## src/rtl/mbinit_sb_tx_arbiter.sv

```systemverilog
// Round-robin arbiter that shares one sideband TX message port between the MBINIT
// sub-state requesters, holding each granted message until the sideband finishes or times out.
module mbinit_sb_tx_arbiter #(
  parameter int unsigned          NUM_REQ        = 4,
  parameter int unsigned          MSG_W          = 4,
  parameter int unsigned          TIMEOUT_W      = 16,
  parameter logic [TIMEOUT_W-1:0] TIMEOUT_CYCLES = 16'hFFFF
) (
  input  logic                     CLK,
  input  logic                     rst,
  input  logic                     i_flush,
  input  logic [NUM_REQ-1:0]       i_req,
  input  logic [NUM_REQ*MSG_W-1:0] i_req_msg,
  input  logic                     i_falling_edge_busy,
  output logic [MSG_W-1:0]         o_TX_SbMessage,
  output logic                     o_ValidOut,
  output logic [NUM_REQ-1:0]       o_grant,
  output logic [NUM_REQ-1:0]       o_ack,
  output logic                     o_timeout
);

  localparam int unsigned          PTR_W      = (NUM_REQ > 1) ? $clog2(NUM_REQ) : 1;
  localparam logic [PTR_W:0]       NUM_REQ_V  = (PTR_W + 1)'(NUM_REQ);
  localparam logic [TIMEOUT_W-1:0] TIMER_LAST = TIMEOUT_CYCLES - TIMEOUT_W'(1);

  typedef enum logic {
    IDLE = 1'b0,
    SEND = 1'b1
  } state_t;

  state_t               state_q, state_d;
  logic [PTR_W-1:0]     ptr_q, ptr_d;
  logic [PTR_W-1:0]     owner_q, owner_d;
  logic [NUM_REQ-1:0]   grant_q, grant_d;
  logic [MSG_W-1:0]     msg_q, msg_d;
  logic [TIMEOUT_W-1:0] timer_q, timer_d;
  logic [NUM_REQ-1:0]   ack_q, ack_d;
  logic                 timeout_q, timeout_d;

  logic                 win_found;
  logic [PTR_W-1:0]     win_idx;
  logic [PTR_W:0]       cand;
  logic [NUM_REQ-1:0]   win_onehot;
  logic [MSG_W-1:0]     win_msg;

  // Scan ptr+1, ptr+2, ... (mod NUM_REQ); the last owner therefore has lowest priority.
  always_comb begin
    win_found = 1'b0;
    win_idx   = '0;
    cand      = '0;
    for (int unsigned i = 1; i <= NUM_REQ; i++) begin
      cand = {1'b0, ptr_q} + (PTR_W + 1)'(i);
      if (cand >= NUM_REQ_V) cand = cand - NUM_REQ_V;
      if (!win_found && i_req[cand[PTR_W-1:0]]) begin
        win_found = 1'b1;
        win_idx   = cand[PTR_W-1:0];
      end
    end
  end

  always_comb begin
    win_onehot = '0;
    win_msg    = '0;
    for (int unsigned k = 0; k < NUM_REQ; k++) begin
      if (PTR_W'(k) == win_idx) begin
        win_onehot[k] = 1'b1;
        win_msg       = i_req_msg[k*MSG_W +: MSG_W];
      end
    end
  end

  // NOTE: every variable gets its hold/default value first so no path leaves one unassigned (no latches).
  always_comb begin
    state_d   = state_q;
    ptr_d     = ptr_q;
    owner_d   = owner_q;
    grant_d   = grant_q;
    msg_d     = msg_q;
    timer_d   = timer_q;
    ack_d     = '0;
    timeout_d = 1'b0;

    if (i_flush) begin
      state_d = IDLE;
      grant_d = '0;
      msg_d   = '0;
      timer_d = '0;
    end else begin
      unique case (state_q)
        IDLE: begin
          if (win_found) begin
            state_d = SEND;
            owner_d = win_idx;
            grant_d = win_onehot;
            msg_d   = win_msg;
            timer_d = '0;
          end
        end
        SEND: begin
          // Completion beats timer expiry when both land on the same cycle.
          if (i_falling_edge_busy) begin
            ack_d   = grant_q;
            ptr_d   = owner_q;
            state_d = IDLE;
            grant_d = '0;
            msg_d   = '0;
          end else if (timer_q == TIMER_LAST) begin
            timeout_d = 1'b1;
            ptr_d     = owner_q;
            state_d   = IDLE;
            grant_d   = '0;
            msg_d     = '0;
          end else begin
            timer_d = timer_q + TIMEOUT_W'(1);
          end
        end
        default: state_d = IDLE;
      endcase
    end
  end

  // NOTE: sequential state uses non-blocking assignments so all registers update together at the edge.
  always_ff @(posedge CLK) begin
    if (rst) begin
      state_q   <= IDLE;
      ptr_q     <= PTR_W'(NUM_REQ - 1);
      owner_q   <= '0;
      grant_q   <= '0;
      msg_q     <= '0;
      timer_q   <= '0;
      ack_q     <= '0;
      timeout_q <= 1'b0;
    end else begin
      state_q   <= state_d;
      ptr_q     <= ptr_d;
      owner_q   <= owner_d;
      grant_q   <= grant_d;
      msg_q     <= msg_d;
      timer_q   <= timer_d;
      ack_q     <= ack_d;
      timeout_q <= timeout_d;
    end
  end

  assign o_ValidOut     = (state_q == SEND);
  assign o_grant        = grant_q;
  assign o_TX_SbMessage = msg_q;
  assign o_ack          = ack_q;
  assign o_timeout      = timeout_q;

endmodule
```

## config.mk

```make
export PLATFORM = sky130hd
export DESIGN_NAME = mbinit_sb_tx_arbiter
export DESIGN_NICKNAME = d
export VERILOG_FILES = /design/src/rtl/mbinit_sb_tx_arbiter.sv
export SDC_FILE = /design/constraint.sdc
export NUM_CORES = 1
export LEC_CHECK = 0
export BUFFER_PORTS_ARGS = -buffer_cell sky130_fd_sc_hd__buf_2
export CAP_MARGIN = 20
export CORE_MARGIN = 2
export CORE_UTILIZATION = 48
export DETAILED_ROUTE_END_ITERATION = 7
export PLACE_DENSITY_LB_ADDON = 0.3
export SLEW_MARGIN = 10
export SYNTH_ARGS = -nofsm -noshare
export SYNTH_HDL_FRONTEND = slang
export SYNTH_SLANG_ARGS = --single-unit
```

## constraint.sdc

```tcl
create_clock -name CLK -period 1.9 [get_ports CLK]
set_input_delay 0 -clock CLK [delete_from_list [all_inputs] [get_ports CLK]]
set_output_delay 0 -clock CLK [all_outputs]
set_load 0.02 [all_outputs]
```

Word-level counts from Yosys, hierarchy flattened
Cells that the tools add are included.
Word-level totals
  input port bits: 24
  bits in registers: 34
Operators by class
  equal/unequal tests: 8
  multiplexer cells: 45
  bitwise logic cells: 3
  order comparisons: 8
  add/subtract/negate cells: 9
  reductions and logical operators: 15
Operators by type and width (count)
  $mux 16: 3
  $mux 4: 8
  $pmux 16 s2: 1
  $mux 2: 10
  $add 16x1->16 const B: 1
  $eq 16x16->1 const B: 1
  $mux 1: 16
  $pmux 4 s2: 2
  $ge 3x3->1 const B: 4
  $lt 2x3->1 const B: 4
  $reduce_and 3->1: 3
  $bmux 1 s2: 4
  $reduce_or 4->1: 2
  $sub 2x1->2 const B: 4
  $add 2x2->3 const B: 2
  $ne 2x2->1 const B: 3
  $eq 2x2->1 const A: 2
  $add 2x1->3 const B: 1
  $add 2x3->3 const B: 1
  $logic_and 1x1->1: 3
  $logic_not 1->1: 3
  $ne 3x2->1 const B: 1
  $not 1->1: 3
  $eq 1x2->1 const A: 1
  other kinds (5): 5

Longest topological paths before layout
  depth after elaboration: 22
  depth in mapped cells: 7
  gate-level depth less buffers: 7

Worst setup path before layout
Ideal clock, no wire load.
  kind: reg2reg
  from: register timer_q[0]
  to: register ptr_q[0]
  path buffers: 0
  library setup time: 0.120 ns
  required time: 1.780 ns
  setup slack: 0.000 ns
  stages on the path, launching flop included: 8
  data arrival time: 1.781 ns
  cells stage by stage: dfxtp_1 > inv_1 > ha_1 > nand4_1 > or4_4 > a211oi_4 > nor2b_1 > a211o_1
On the way
  longest elaborated chain between the ends: 3
Ends and longest elaborated chain
  start, declared: line 36  | logic [TIMEOUT_W-1:0] timer_q, timer_d;
  start signal, assigned: line 139  | timer_q <= timer_d;
  $eq 16x16->1: line 107  | end else if (timer_q == TIMER_LAST) begin
  $reduce_bool 2->1 (no line)
  $reduce_and 3->1 (no line)
  end signal, assigned: line 126  | ptr_q <= PTR_W'(NUM_REQ - 1);
  end signal, assigned: line 135  | ptr_q <= ptr_d;
  end, declared: line 32  | logic [PTR_W-1:0] ptr_q, ptr_d;
Every way passes these cells.
A chain may end at the register's enable or synchronous reset.

Worst setup path in the final report
Same ends and word-level chain as after synthesis.

==> flow_metrics.tcl <==
set metrics [dict create \
    ctsHtreeMaxLevel 2 \
    worstRegToRegCells 7 \
    die_height_um 65.0 \
    hold_start "i_req_msg[15]" \
    crit_required_ns 2.08 \
    wire_per_inst_um 13.7 \
    synth_area_sq_um 1790 \
    clk_latency_ns 0.29 \
    diodes 0 \
    finalMaxSlewViolations 0 \
    routed_via_density 5.50 \
    hold_path_class "primary input to register" \
    clk_pin_slew_ns 0.07 \
    core_sq_um 3610 \
    critPathKind "register to register" \
    drive_gt1_frac 0.359 \
    crit-reg2reg-capture "ptr_q[0]" \
    rsz0062_at_grt "true" \
    multiInputGateArea_sq_um 1090 \
    hold_viol_final 0 \
    synth_xor_area_frac 0.0294 \
    ys_seq_area_frac 0.381 \
    fillCellCount 310 \
    dp_hpwl_mm 3.17 \
    p_leak_nw 1.01 \
    dp_cells 308 \
    ys_ff_latch 34 \
    max_freq_mhz 527 \
    muxShareOfSynthArea 0.0301 \
    synth_edf_count 0 \
    crit_fanout 4 \
    grt_max_degree 14 \
    synth_cells 207 \
    synth_compound_area_frac 0.229 \
    postRouteAntennaNets 0 \
    use_met3 0.0486 \
    ioPinCount 38 \
    vias 1781 \
    seqCellArea_sq_um 692 \
    nNetsFinal 301 \
    critPathLaunchType "register" \
    grt_pass1_wl_mm 7.18 \
    gp_congestion 0.828 \
    fin_crit_ns 1.90 \
    start_util 0.495 \
    grt_pass1_vias 1658 \
    avgSynthCellArea_sq_um 8.63 \
    num_rows 22 \
    reg2reg_setup_slack_ns 0.002 \
    mostFrequentLayoutCells "buf_2, dfxtp_1, buf_4" \
    synth_nets 233 \
    cts_max_path_buffers 2 \
    totalWireLength_mm 4.43 \
    synthAdderAreaFrac 0.0140 \
    dieArea_sq_um 4230 \
    hold_end "o_TX_SbMessage[3]" \
    grt.busiest_layer "met2" \
    use_met2 0.392 \
    total_power_mw 1.75 \
    worstReg2RegStart "timer_q[0]" \
    firstDrtPassIters 4 \
    status "finished, final reports clean" \
    arrival_ns 2.08 \
    cts_buffers 5 \
    max_slew_margin 0.653 \
    drt_iter0_markers 76 \
    worst_pin_slew_ns 0.516 \
    die-width_um 65.0 \
    final_cells 324 \
    peakVddDrop_mv 0.613 \
    synth_warnings 0 \
    finalCritPeriodShare 0.999 \
    grt_usage 0.218 \
    skew_ns 0.00607 \
    setup_viol 0 \
    drcViolationCount 0 \
    syn_to_final_growth_pct 35.1 \
    port_buffers 37 \
    powerDensity_nw_per_um2 727 \
    cap_violations 0 \
    cts_tree "built" \
    mostFrequentLayoutCell "buf_2" \
    cp-end-kind "register" \
    antenna_found_initial 0 \
    async_flop_share 0 \
    synthSimpleGateAreaFrac 0.290 \
    whs_path_depth 3 \
    met1_usage 0.253 \
    synth_cell_types 49 \
    setup_tns_ns 0 \
    synth_top_family_by_area "simple AND/OR/NAND/NOR gates" \
    grt-ovfl-total 0 \
    ys.flop_type "dfxtp_1" \
    cts_sinks 34 \
    clockRootBuffer "clkbuf_8" \
]
-- cell usage after synthesis (2+ instances only) --
master / number / area share
a211o_1: 5 / 0.025
a211oi_1: 2 / 0.0084
a21oi_1: 16 / 0.045
and2_1: 5 / 0.018
and3_1: 3 / 0.011
clkbuf_1: 3 / 0.0063
dfxtp_1: 34 / 0.38
ha_1: 2 / 0.014
inv_1: 7 / 0.015
mux2_2: 3 / 0.019
mux2i_1: 2 / 0.011
nand2_1: 14 / 0.029
nand2b_1: 3 / 0.011
nand3_1: 7 / 0.020
nand3b_1: 3 / 0.013
nand4_1: 2 / 0.0070
nand4_4: 2 / 0.024
nor2_1: 20 / 0.042
nor2b_1: 5 / 0.018
nor3_1: 6 / 0.017
o2111ai_1: 3 / 0.015
o211ai_1: 5 / 0.021
o21ai_0: 15 / 0.042
or3_1: 8 / 0.028
or4_1: 3 / 0.013
xor2_1: 6 / 0.029
-- logic make-up after synthesis --
group           count (synthesis)
simple gates                   89
compound gates                 59
flops                          34
buf+inv                        12
xor+xnor                        6
mux                             5
fa+ha+maj                       2
-- metal layers --
| metal | vias up | share of wire | routed length (um) |
|---|---|---|---|
| met5 | - | 0 | 0 |
| met2 | 36 | 0.50 | 2230 |
| met4 | 0 | 0.021 | 95 |
| met1 | 836 | 0.43 | 1920 |
| li1 | 898 | - | - |
| met3 | 11 | 0.039 | 172 |
-- worst max path at each step --
stage	start	endpoint	slack, ns	cells after the start
floorplan	timer_q[0]	ptr_q[0]	0.03	7
global placement	timer_q[2]	ptr_q[0]	0.05	5
detailed placement	timer_q[2]	ptr_q[0]	0.009	5
CTS	timer_q[2]	ptr_q[1]	0.001	5
global route	timer_q[0]	ptr_q[1]	-0.04	7
finish	timer_q[0]	ptr_q[0]	0.002	7
-- final cells by class --
type	instances	area share
clock buffer	5	0.0285
clock inverter	3	0.0285
inverter	7	0.0119
multi-input combinational	161	0.452
sequential	34	0.287
tap	48	0.0249
timing repair buffer	66	0.168
-- repair_timing --
action                                  CTS  global route
setup buffers                             0             7
resized for setup                         2            13
hold endpoints to repair                  4             0
pin swaps                                 0            13
endpoints found under the setup margin    3            16
hold buffers                              1             0
-- where the power goes --
part	switching (mW)	internal, mW
logic	0.119	0.100
clock network	0.271	0.526
registers	0.0125	0.726
-- worst max-delay path: stages, from the launching register on --
cell	delay [ns]
dfxtp_4	0.36
inv_4	0.06
ha_4	0.13
nand4_1	0.12
or4_4	0.54
a211oi_4	0.29
nor2b_1	0.08
a211o_1	0.22
-- stage by stage --
step           cell area (sq um)  setup WS [ns]  hold WS [ns]  utilization
2_1_floorplan               1790         0.0335        0.0691            -
3_3_place_gp                2170         0.0492         0.240        0.601
3_5_place_dp                2170        0.00903         0.250        0.601
4_1_cts                     2320        0.00111        0.0354        0.644
5_1_grt                     2410        -0.0408        0.0617        0.669
6_report                    2410        0.00155        0.0349        0.669
-- flip-flops by register name (all words and copies together), names as in the netlist --
name	count
timer_q	16
o_ack	4
owner_q	2
o_TX_SbMessage	4
o_ValidOut	1
o_grant	4
ptr_q	2
o_timeout	1
No activity file was read; power rests on OpenSTA's default activity.
